[config.mk]
export PLATFORM = sky130hd
export DESIGN_NAME = lfsr_stream_ctrl
export DESIGN_NICKNAME = d
export VERILOG_FILES = /design/src/rtl/lfsr_stream_ctrl.sv
export SDC_FILE = /design/constraint.sdc
export NUM_CORES = 1
export LEC_CHECK = 0
export ABC_AREA = 1
export BUFFER_PORTS_ARGS = -buffer_cell sky130_fd_sc_hd__buf_2
export CORE_UTILIZATION = 47
export DETAILED_ROUTE_END_ITERATION = 12
export GPL_ROUTABILITY_DRIVEN = 0
export MAX_ROUTING_LAYER = met4
export PLACE_DENSITY = 0.71
export SLEW_MARGIN = 20
export SYNTH_ARGS = -nofsm -noshare
export SYNTH_HDL_FRONTEND = slang
export SYNTH_SLANG_ARGS = --single-unit
[constraint.sdc]
create_clock -name clk -period 1.8 [get_ports clk]
set_input_delay 0.27 -clock clk [delete_from_list [all_inputs] [get_ports clk]]
set_output_delay 0.27 -clock clk [all_outputs]
set_load 0.02 [all_outputs]
[src/rtl/lfsr_stream_ctrl.sv]
// Seeded Galois LFSR stream controller: accepts {seed, count} jobs, emits count words, pulses done.
// Optional LFSR_STALL_CNT_EN adds a saturating backpressure cycle counter (o_stall_cnt).
module lfsr_stream_ctrl #(
  parameter int unsigned       WIDTH = 16,
  parameter logic [WIDTH-1:0]  TAPS  = 16'hB400,
  parameter int unsigned       CNT_W = 16
) (
  input  logic             clk,
  input  logic             reset,
  input  logic             i_cfg_valid,
  output logic             o_cfg_ready,
  input  logic [WIDTH-1:0] i_cfg_seed,
  input  logic [CNT_W-1:0] i_cfg_count,
  input  logic             i_abort,
  output logic             o_out_valid,
  input  logic             i_out_ready,
  output logic [WIDTH-1:0] o_out_data,
  output logic             o_out_last,
  output logic             o_busy,
  output logic             o_done
`ifdef LFSR_STALL_CNT_EN
  ,
  output logic [CNT_W-1:0] o_stall_cnt
`endif
);

  typedef enum logic [1:0] {StIdle, StLoad, StRun, StDone} state_e;

  state_e           r_state;
  logic [WIDTH-1:0] r_seed;
  logic [CNT_W-1:0] r_count;
  logic [WIDTH-1:0] r_lfsr;
  logic [CNT_W-1:0] r_remaining;
  logic             r_out_valid;
  logic             r_out_last;
  logic             r_busy;
  logic             r_done;

  logic             w_fire;
  logic [WIDTH-1:0] w_lfsr_next;

  assign w_fire      = r_out_valid & i_out_ready;
  assign w_lfsr_next = (r_lfsr >> 1) ^ (r_lfsr[0] ? TAPS : '0);

  assign o_cfg_ready = (r_state == StIdle) && !reset;
  assign o_out_valid = r_out_valid;
  assign o_out_data  = r_lfsr;
  assign o_out_last  = r_out_last;
  assign o_busy      = r_busy;
  assign o_done      = r_done;

  always_ff @(posedge clk) begin
    if (reset) begin
      r_state     <= StIdle;
      r_seed      <= '0;
      r_count     <= '0;
      r_lfsr      <= '0;
      r_remaining <= '0;
      r_out_valid <= 1'b0;
      r_out_last  <= 1'b0;
      r_busy      <= 1'b0;
      r_done      <= 1'b0;
    end else begin
      r_done <= 1'b0;
      unique case (r_state)
        StIdle: begin
          if (i_cfg_valid) begin
            // An all-zero state would lock the LFSR, so substitute all-ones.
            r_seed  <= (i_cfg_seed == '0) ? '1 : i_cfg_seed;
            r_count <= i_cfg_count;
            r_busy  <= 1'b1;
            r_state <= StLoad;
          end
        end
        StLoad: begin
          if (i_abort) begin
            r_busy  <= 1'b0;
            r_state <= StIdle;
          end else begin
            r_lfsr      <= r_seed;
            r_remaining <= r_count;
            if (r_count == '0) begin
              r_done  <= 1'b1;
              r_state <= StDone;
            end else begin
              r_out_valid <= 1'b1;
              r_out_last  <= (r_count == CNT_W'(1));
              r_state     <= StRun;
            end
          end
        end
        StRun: begin
          if (w_fire) begin
            r_lfsr <= w_lfsr_next;
            if (r_remaining != '0) r_remaining <= r_remaining - CNT_W'(1);
            r_out_last <= (r_remaining == CNT_W'(2));
          end
          if (i_abort) begin
            r_out_valid <= 1'b0;
            r_out_last  <= 1'b0;
            r_busy      <= 1'b0;
            r_state     <= StIdle;
          end else if (w_fire && r_out_last) begin
            r_out_valid <= 1'b0;
            r_out_last  <= 1'b0;
            r_done      <= 1'b1;
            r_state     <= StDone;
          end
        end
        StDone: begin
          r_busy  <= 1'b0;
          r_state <= StIdle;
        end
        default: r_state <= StIdle;
      endcase
    end
  end

`ifdef LFSR_STALL_CNT_EN
  logic [CNT_W-1:0] r_stall_cnt;

  always_ff @(posedge clk) begin
    if (reset || (r_state == StIdle && i_cfg_valid)) begin
      r_stall_cnt <= '0;
    end else if (r_state == StRun && r_out_valid && !i_out_ready && r_stall_cnt != '1) begin
      r_stall_cnt <= r_stall_cnt + CNT_W'(1);
    end
  end

  assign o_stall_cnt = r_stall_cnt;
`endif

endmodule

# == Word-level counts from Yosys, hierarchy flattened ==
# Index checks and enable logic that the tools add are counted.
# Widths: inputs -> output; s select.
# totals
register_bits,70
inputBits,37
output_inout_bits,21
elab_cells,75
# classes
addsub,1
eq_ne,13
mux,34
n_bitwise,2
n_reduce_logical,16
# ops
cell,count
$mux 16,7
$pmux 16 s2,2
$logic_not 16->1,2
$eq 16x1->1 const B,1
$eq 16x2->1 const B,1
$mux 1,16
$reduce_bool 16->1,1
$sub 16x1->16 const B,1
$xor 15x16->16,1
$reduce_and 4->1,3
$ne 2x2->1 const B,5
$mux 2,4
$pmux 2 s4,1
$pmux 1 s2,3
$reduce_and 2->1,3
$eq 2x2->1 const B,2
$ne 4x4->1 const B,1
$ne 3x3->1 const B,1
$pmux 1 s3,1
$reduce_and 3->1,1
$eq 2x1->1 const B,1
$logic_and 1x1->1,2
$logic_not 2->1,1
$ne 2x1->1 const B,1
4 further kinds,4

# == Longest topological paths before layout ==
# Gate-level depths: netlist of the first run.
# logic_depth
depth_word,5
mapped_depth,12
depth_no_buf,12

# == Least setup slack after synthesis of the first run ==
# No wires, ideal clock.
# synth_path
path_kind,reg-to-reg
start,register r_state[0]
end,register r_remaining[12]
setup_time_ns,0.138
arrival_time_ns,1.496
t_required_ns,1.662
slack_ns,0.166
path_stages_with_launch,13
n_path_buf,2
synth_period_minus_slack_ns,1.634
path_cell_list,dfxtp_1 inv_1 ha_1 buf_4 nand2_4 o21ai_4 o21ai_2 clkinv_2 nand2_4 buf_6 nor2_2 nand2_1 a21oi_2
# synth_between
elab_chain_cells,3
elab_cells_between_ends,8
cone_classes,eq/ne: 5; mux: 1; reduce/logical: 2
# synth_rtl
element,line_no,rtl
start: declaration,29,state_e r_state;
start signal: assignment,54,r_state <= StIdle;
start signal: assignment,72,r_state <= StLoad;
start signal: assignment,78,r_state <= StIdle;
$eq 2x2->1 or $eq 2x1->1 (tied branches),65,unique case (r_state)
$ne 2x2->1 (no source line) or $reduce_bool 2->1 (tied branches),-,
$reduce_and 4->1 (no source line),-,
end signal: assignment,81,r_remaining <= r_count;
end signal: assignment,95,if (r_remaining != '0) r_remaining <= r_remaining - CNT_W'(1);
end: declaration,33,logic [CNT_W-1:0] r_remaining;
# Parallel ways exist; a longest one is shown, timed or not.
# A chain may end at the register's enable or synchronous reset.

# == Worst setup path in the final report of the first run ==
# layout_path
start,register r_state[1]
end,output o_cfg_ready
# layout_between
elab_chain_cells,2
# layout_rtl
element,line_no,rtl
$logic_not 2->1,45,assign o_cfg_ready = (r_state == StIdle) && !reset;
$logic_and 1x1->1,45,
end: declaration,11,"output logic o_cfg_ready,"
# Every way passes these cells.

==> flow_summary.json, run 1 <==
{
  "synth.most_common_cell": "nand2_1",
  "clock_skew_ns": 0.00949,
  "fin_area_sq_um": 4260,
  "wl_met3_microns": 547,
  "rr_startpoint": "r_state[1]",
  "layout-drive-gt1-share_pct": 21.2,
  "area_delta_synth_final_pct": 19.8,
  "dp.cells": 656,
  "cp_slowest_stage_delay_ns": 0.33,
  "place_area_sq_um": 3960,
  "netlist.area_leader.share_pct": 39.4,
  "wirelength_microns": 9050,
  "crit_top_cell": "inv_1",
  "finalMaxSlewViolations": 0,
  "fin_tns_setup_ns": 0,
  "antenna_found_initial": 0,
  "power_density_nw_per_um2": 1030,
  "top_layer_used": "met4",
  "clock_latency_ns": 0.35,
  "setup_viol": 0,
  "max_freq_mhz": 587,
  "die_x_microns": 89.0,
  "ys_seq_elements": 70,
  "dp_hpwl_microns": 6150,
  "yosys-top-cells-area": "dfxtp_1 39%, nand2_1 11%, o21ai_0 9.3%",
  "fp.dieH_microns": 89.0,
  "irDropWorstVdd_uv": 524,
  "synthArstFlopShare_pct": 0,
  "synth_xor_area_share_pct": 0.493,
  "htreeDepth": 3,
  "cts.sink_count": 70,
  "synth_warnings": 0,
  "synth.avg_cell_area_sq_um": 6.94,
  "grt_pass1_vias": 2867,
  "core_sq_um": 7290,
  "cts.path.max_buffers": 2,
  "drt-wirelength-per-cell_microns": 13.4,
  "period_share_pct": 94.7,
  "grt_overflow": 0,
  "antennaDiodeCount": 0,
  "crit_chain": "inv_1, ha_1, inv_1, nor2_1, buf_2",
  "status": "complete, no violations",
  "path_class": "flip-flop to output pin",
  "cts_tree": "done",
  "hold_path.startpoint": "i_cfg_count[14]",
  "finalNonFillerCells": 675,
  "slew_headroom_pct": 76.1,
  "synth_fa_ha_area_share_pct": 2.11,
  "drtIter0Drc": 303,
  "viasPerCell": 5.19,
  "firstDrtPassIters": 5,
  "muxShareOfSynthArea_pct": 0,
  "final.min_clock_period_ns": 1.70,
  "nets": 614,
  "synthFlopType": "dfxtp_1",
  "hold_viol_final": 0,
  "critPathLaunch": "r_state[1]",
  "synth_largest_area_cell": "dfxtp_1",
  "initial_core_util_pct": 48.7,
  "netlist_instances": 512,
  "drc": 0,
  "rows": 31,
  "cp_top_family": "buffers and inverters",
  "cts-root-buf": "clkbuf_8",
  "arrival_ns": 1.43,
  "cap_violations": 0,
  "start_kind": "flip-flop",
  "dr_wl_met2_microns": 3940,
  "wl_met1_microns": 4400,
  "ant_nets": 0,
  "io_pins": 58,
  "synth_compound_area_share_pct": 23.1,
  "vias": 3501,
  "synthSimpleGateAreaFrac_pct": 25.8,
  "grt_pass1_wl_microns": 14200,
  "dieArea_sq_um": 7910,
  "grt_max_degree": 61,
  "critPathRequiredTime_ns": 1.53,
  "ys_types": 33,
  "crit_slowest_cell": "dfxtp_1",
  "grt_usage_pct": 24.5,
  "critPathBufInv": 3,
  "path_clk_slew_ns": 0.07,
  "place.port_buffers": 57,
  "yosysSeqAreaShare_pct": 39.4,
  "p_leak_nw": 1.88,
  "syn_nets": 555,
  "syn_area_sq_um": 3550,
  "synth_top_family_by_area": "simple AND/OR/NAND/NOR gates",
  "numCtsBuffers": 9,
  "hold_class": "input port to flip-flop",
  "synth_edf_count": 0,
  "cp-end-kind": "output pin",
  "crit_path_max_fanout": 4,
  "synthTopCellsByCount": "100 x nand2_1, 70 x dfxtp_1, 66 x o21ai_0, 65 x nor2_1, 49 x inv_1",
  "worst_pin_slew_ns": 0.359
}
## final timing paths
| kind | endpoint | slack [ns] | depth (start not counted) |
|---|---|---|---|
| hold reg to reg | o_busy | 0.44 | 2 |
| hold / removal | r_count[14] | 0.17 | 3 |
| setup / recovery | o_cfg_ready | 0.1 | 5 |
| setup reg to reg | r_remaining[0] | 0.11 | 11 |
## per-layer routing
layer / global-route usage [%] / vias to the layer above
li1: - / 1807
met1: 35.9 / 1560
met2: 33.0 / 117
met3: 4.52 / 17
met4: 9.38 / 0
met5: - / -
## report_power, final
group | leakage, nW | total [mW] | switching, mW | internal, mW
registers | 0.576 | 1.81 | 0.116 | 1.70
logic | 1.18 | 1.01 | 0.637 | 0.371
clock network | 0.120 | 1.57 | 0.647 | 0.928
total | 1.88 | 4.40 | 1.40 | 3.00
## state kept, by name (all words and copies together), names as in the netlist
register	count
o_done	1
o_busy	1
o_out_last	1
r_count	16
o_out_valid	1
r_remaining	16
o_out_data	16
r_state	2
r_seed	16
## metrics by stage
step	setup WS (ns)	util, %	hold WS, ns	power (mW)
after floorplan	0.166	-	0.421	2.53
after global placement	0.109	54.2	0.433	2.79
after detailed placement	0.0217	54.2	0.435	2.81
after CTS	0.00407	57.6	0.161	4.38
after global routing	-0.00339	58.4	0.177	4.63
final	0.0950	58.4	0.170	4.40
## cell type report
type,instances,area [sq um]
tap,99,124
sequential,70,1400
clock inverter,7,120
multi-input combinational,364,1850
inverter,52,204
timing repair buffer,73,430
clock buffer,9,124
timing repair inverter,1,7.51
fill,714,3030
## layout by cell type (no fill, tap or decap), drive strengths merged
| cell | instances |
|---|---|
| clkinvlp | 3 |
| nand2 | 103 |
| o22ai | 1 |
| a31oi | 21 |
| o21ai | 71 |
| xor2 | 2 |
| dfxtp | 70 |
| inv | 53 |
| clkinv | 1 |
| buf | 73 |
| a21oi | 53 |
| nand3b | 4 |
| nor2 | 72 |
| clkbuf | 9 |
| ha | 6 |
| bufinv | 3 |
| nand4 | 3 |
| or2 | 1 |
| nor4 | 2 |
| a211oi | 1 |
| nand3 | 24 |
## logic make-up (layout without fill, tap and decap cells)
kind of cell / count (synthesis) / after routing
xor+xnor: 2 / 2
flops: 70 / 70
compound gates: 147 / 147
buf+inv: 78 / 142
simple gates: 209 / 209
fa+ha+maj: 6 / 6
## worst register-to-register path: cells and delay by family (launching register included)
kind | cells | cell delay, ns
flops | 1 | 0.35
simple gates | 2 | 0.18
buf+inv | 4 | 0.52
compound gates | 4 | 0.34
fa+ha+maj | 1 | 0.21
## what timing repair did
item / 4_1_cts / 5_1_grt
buffers inserted: 0 / 2
gates resized for setup: 0 / 12
endpoints found under the setup margin: 0 / 47
hold buffers: 0 / 0
hold endpoints to repair: 0 / 0
Power figures use the tool's default switching activity.
==> run 2, diff against run 1 <==
- SETUP_SLACK_MARGIN: unset -> 0.5
==> run 2 against run 1 <==
Net effect:
- critical path type is now flip-flop to flip-flop
- highest routed layer unchanged
- register-to-register slack improved by 0.17 ns
- flip-flop and latch count did not move
- global-route usage rose by 1.0 points
==> flow_summary.json, run 2 (same netlist as run 1, synthesis figures left out) <==
{
  "status": "complete, no violations",
  "antenna_found_initial": 0,
  "setup_viol": 0,
  "layout-drive-gt1-share_pct": 30.4,
  "fin_tns_setup_ns": 0,
  "cp_top_family": "buffers and inverters",
  "place.port_buffers": 57,
  "area_delta_synth_final_pct": 31.6,
  "crit_path_max_fanout": 6,
  "ant_nets": 0,
  "drc": 0,
  "crit_chain": "buf_4, ha_4, inv_4, o21ai_4, clkinv_4, nand2_8, buf_12, nand2_1, nand2_1, a21oi_1",
  "crit_top_cell": "nand2_1",
  "final_common_cell": "nand2_1",
  "numCtsBuffers": 9,
  "antennaDiodeCount": 0,
  "path_class": "flip-flop to flip-flop",
  "firstDrtPassIters": 5,
  "cp_slowest_stage_delay_ns": 0.36,
  "path_clk_slew_ns": 0.08,
  "slew_headroom_pct": 70.3,
  "core_sq_um": 7290,
  "wirelength_microns": 9910,
  "dieArea_sq_um": 7910,
  "vias": 3722,
  "crit_slowest_cell": "dfxtp_2",
  "grt_usage_pct": 25.5,
  "final.min_clock_period_ns": 1.52,
  "irDropWorstVdd_uv": 584,
  "start_kind": "flip-flop",
  "finalNonFillerCells": 692,
  "rows": 31,
  "cp-end-kind": "flip-flop",
  "grt_pass1_wl_microns": 15000,
  "cts.sink_count": 70,
  "cts.path.max_buffers": 2,
  "drt-wirelength-per-cell_microns": 14.3,
  "power_density_nw_per_um2": 947,
  "max_freq_mhz": 658,
  "grt_overflow": 0,
  "cts_tree": "done",
  "clock_latency_ns": 0.34,
  "fp.dieH_microns": 89.0,
  "p_leak_nw": 2.02,
  "finalMaxSlewViolations": 0,
  "clock_skew_ns": 0.00590,
  "period_share_pct": 84.4,
  "io_pins": 58,
  "dp.cells": 655,
  "hold_viol_final": 0,
  "nets": 631,
  "die_x_microns": 89.0,
  "layout_common_cells": "92 x nand2_1, 67 x dfxtp_1, 56 x buf_2",
  "worst_pin_slew_ns": 0.445,
  "grt_max_degree": 49,
  "rsz0062_at_grt": "yes",
  "htreeDepth": 3,
  "cap_violations": 0,
  "ctsHoldBuffers": 0,
  "critPathBufInv": 4,
  "arrival_ns": 1.76,
  "grt_pass1_vias": 3075,
  "cts-root-buf": "clkbuf_8",
  "critPathRequiredTime_ns": 2.04,
  "initial_core_util_pct": 48.7,
  "viasPerCell": 5.38,
  "drtIter0Drc": 263,
  "hold_class": "input port to flip-flop",
  "dp_hpwl_microns": 6320
}
==> run 2: metrics by stage <==
step	instance area (sq um)	power, mW	setup WS [ns]	hold slack, ns	util [%]
6_report	4680	4.43	0.281	0.173	64.1
5_1_grt	4680	4.65	0.208	0.183	64.1
4_1_cts	4440	4.26	0.298	0.168	60.9
3_5_place_dp	3980	2.81	0.0835	0.441	54.6
3_3_place_gp	3980	2.79	0.161	0.435	54.6
2_1_floorplan	3600	2.54	0.311	0.421	-
==> run 2: final cells by class <==
class                      instances  area (sq um)
clock buffer                      10           138
clock inverter                     6          70.1
fill                             650          2620
inverter                          52           220
multi-input combinational        364          2030
sequential                        70          1410
tap                               99           124
timing repair buffer              91           688
==> run 2: final timing paths <==
check | start | cells after the start | slack, ns | to
max | r_state[1] | 10 | 0.28 | r_remaining[10]
max reg2reg | r_state[1] | 10 | 0.28 | r_remaining[10]
min | i_cfg_count[13] | 3 | 0.17 | r_count[13]
min reg2reg | o_busy | 2 | 0.45 | o_busy
==> run 2: timing repair <==
item                                   in CTS  in global routing
endpoints found under the hold margin       0                  0
setup endpoints to repair                  70                 70
pin swaps                                   9                 12
resized for setup                          53                 34
setup buffers                              10                  7
gates cloned                                1                  3
==> run 2: power breakdown <==
| part | leakage, nW | switching, mW | internal [mW] |
|---|---|---|---|
| Combinational | 1.34 | 0.744 | 0.520 |
| Clock | 0.100 | 0.646 | 0.687 |
| Sequential | 0.577 | 0.133 | 1.70 |
==> run 2: routing by layer <==
layer  vias up  GRT usage [%]  part of all wire, %
met5         -              -                    0
met4         0           9.24                  1.8
met3        16           3.32                  6.1
met2       144           35.0                   46
met1      1713           37.9                   46
li1       1849              -                    -
==> run 2: worst register-to-register path: cells and delay by family, from the launching register on <==
| kind | cells | cell delay [ns] |
|---|---|---|
| and+or+nand+nor | 3 | 0.24 |
| DFF | 1 | 0.36 |
| buffers and inverters | 4 | 0.42 |
| AOI/OAI and AO/OA | 2 | 0.23 |
| adders and majority gates | 1 | 0.16 |
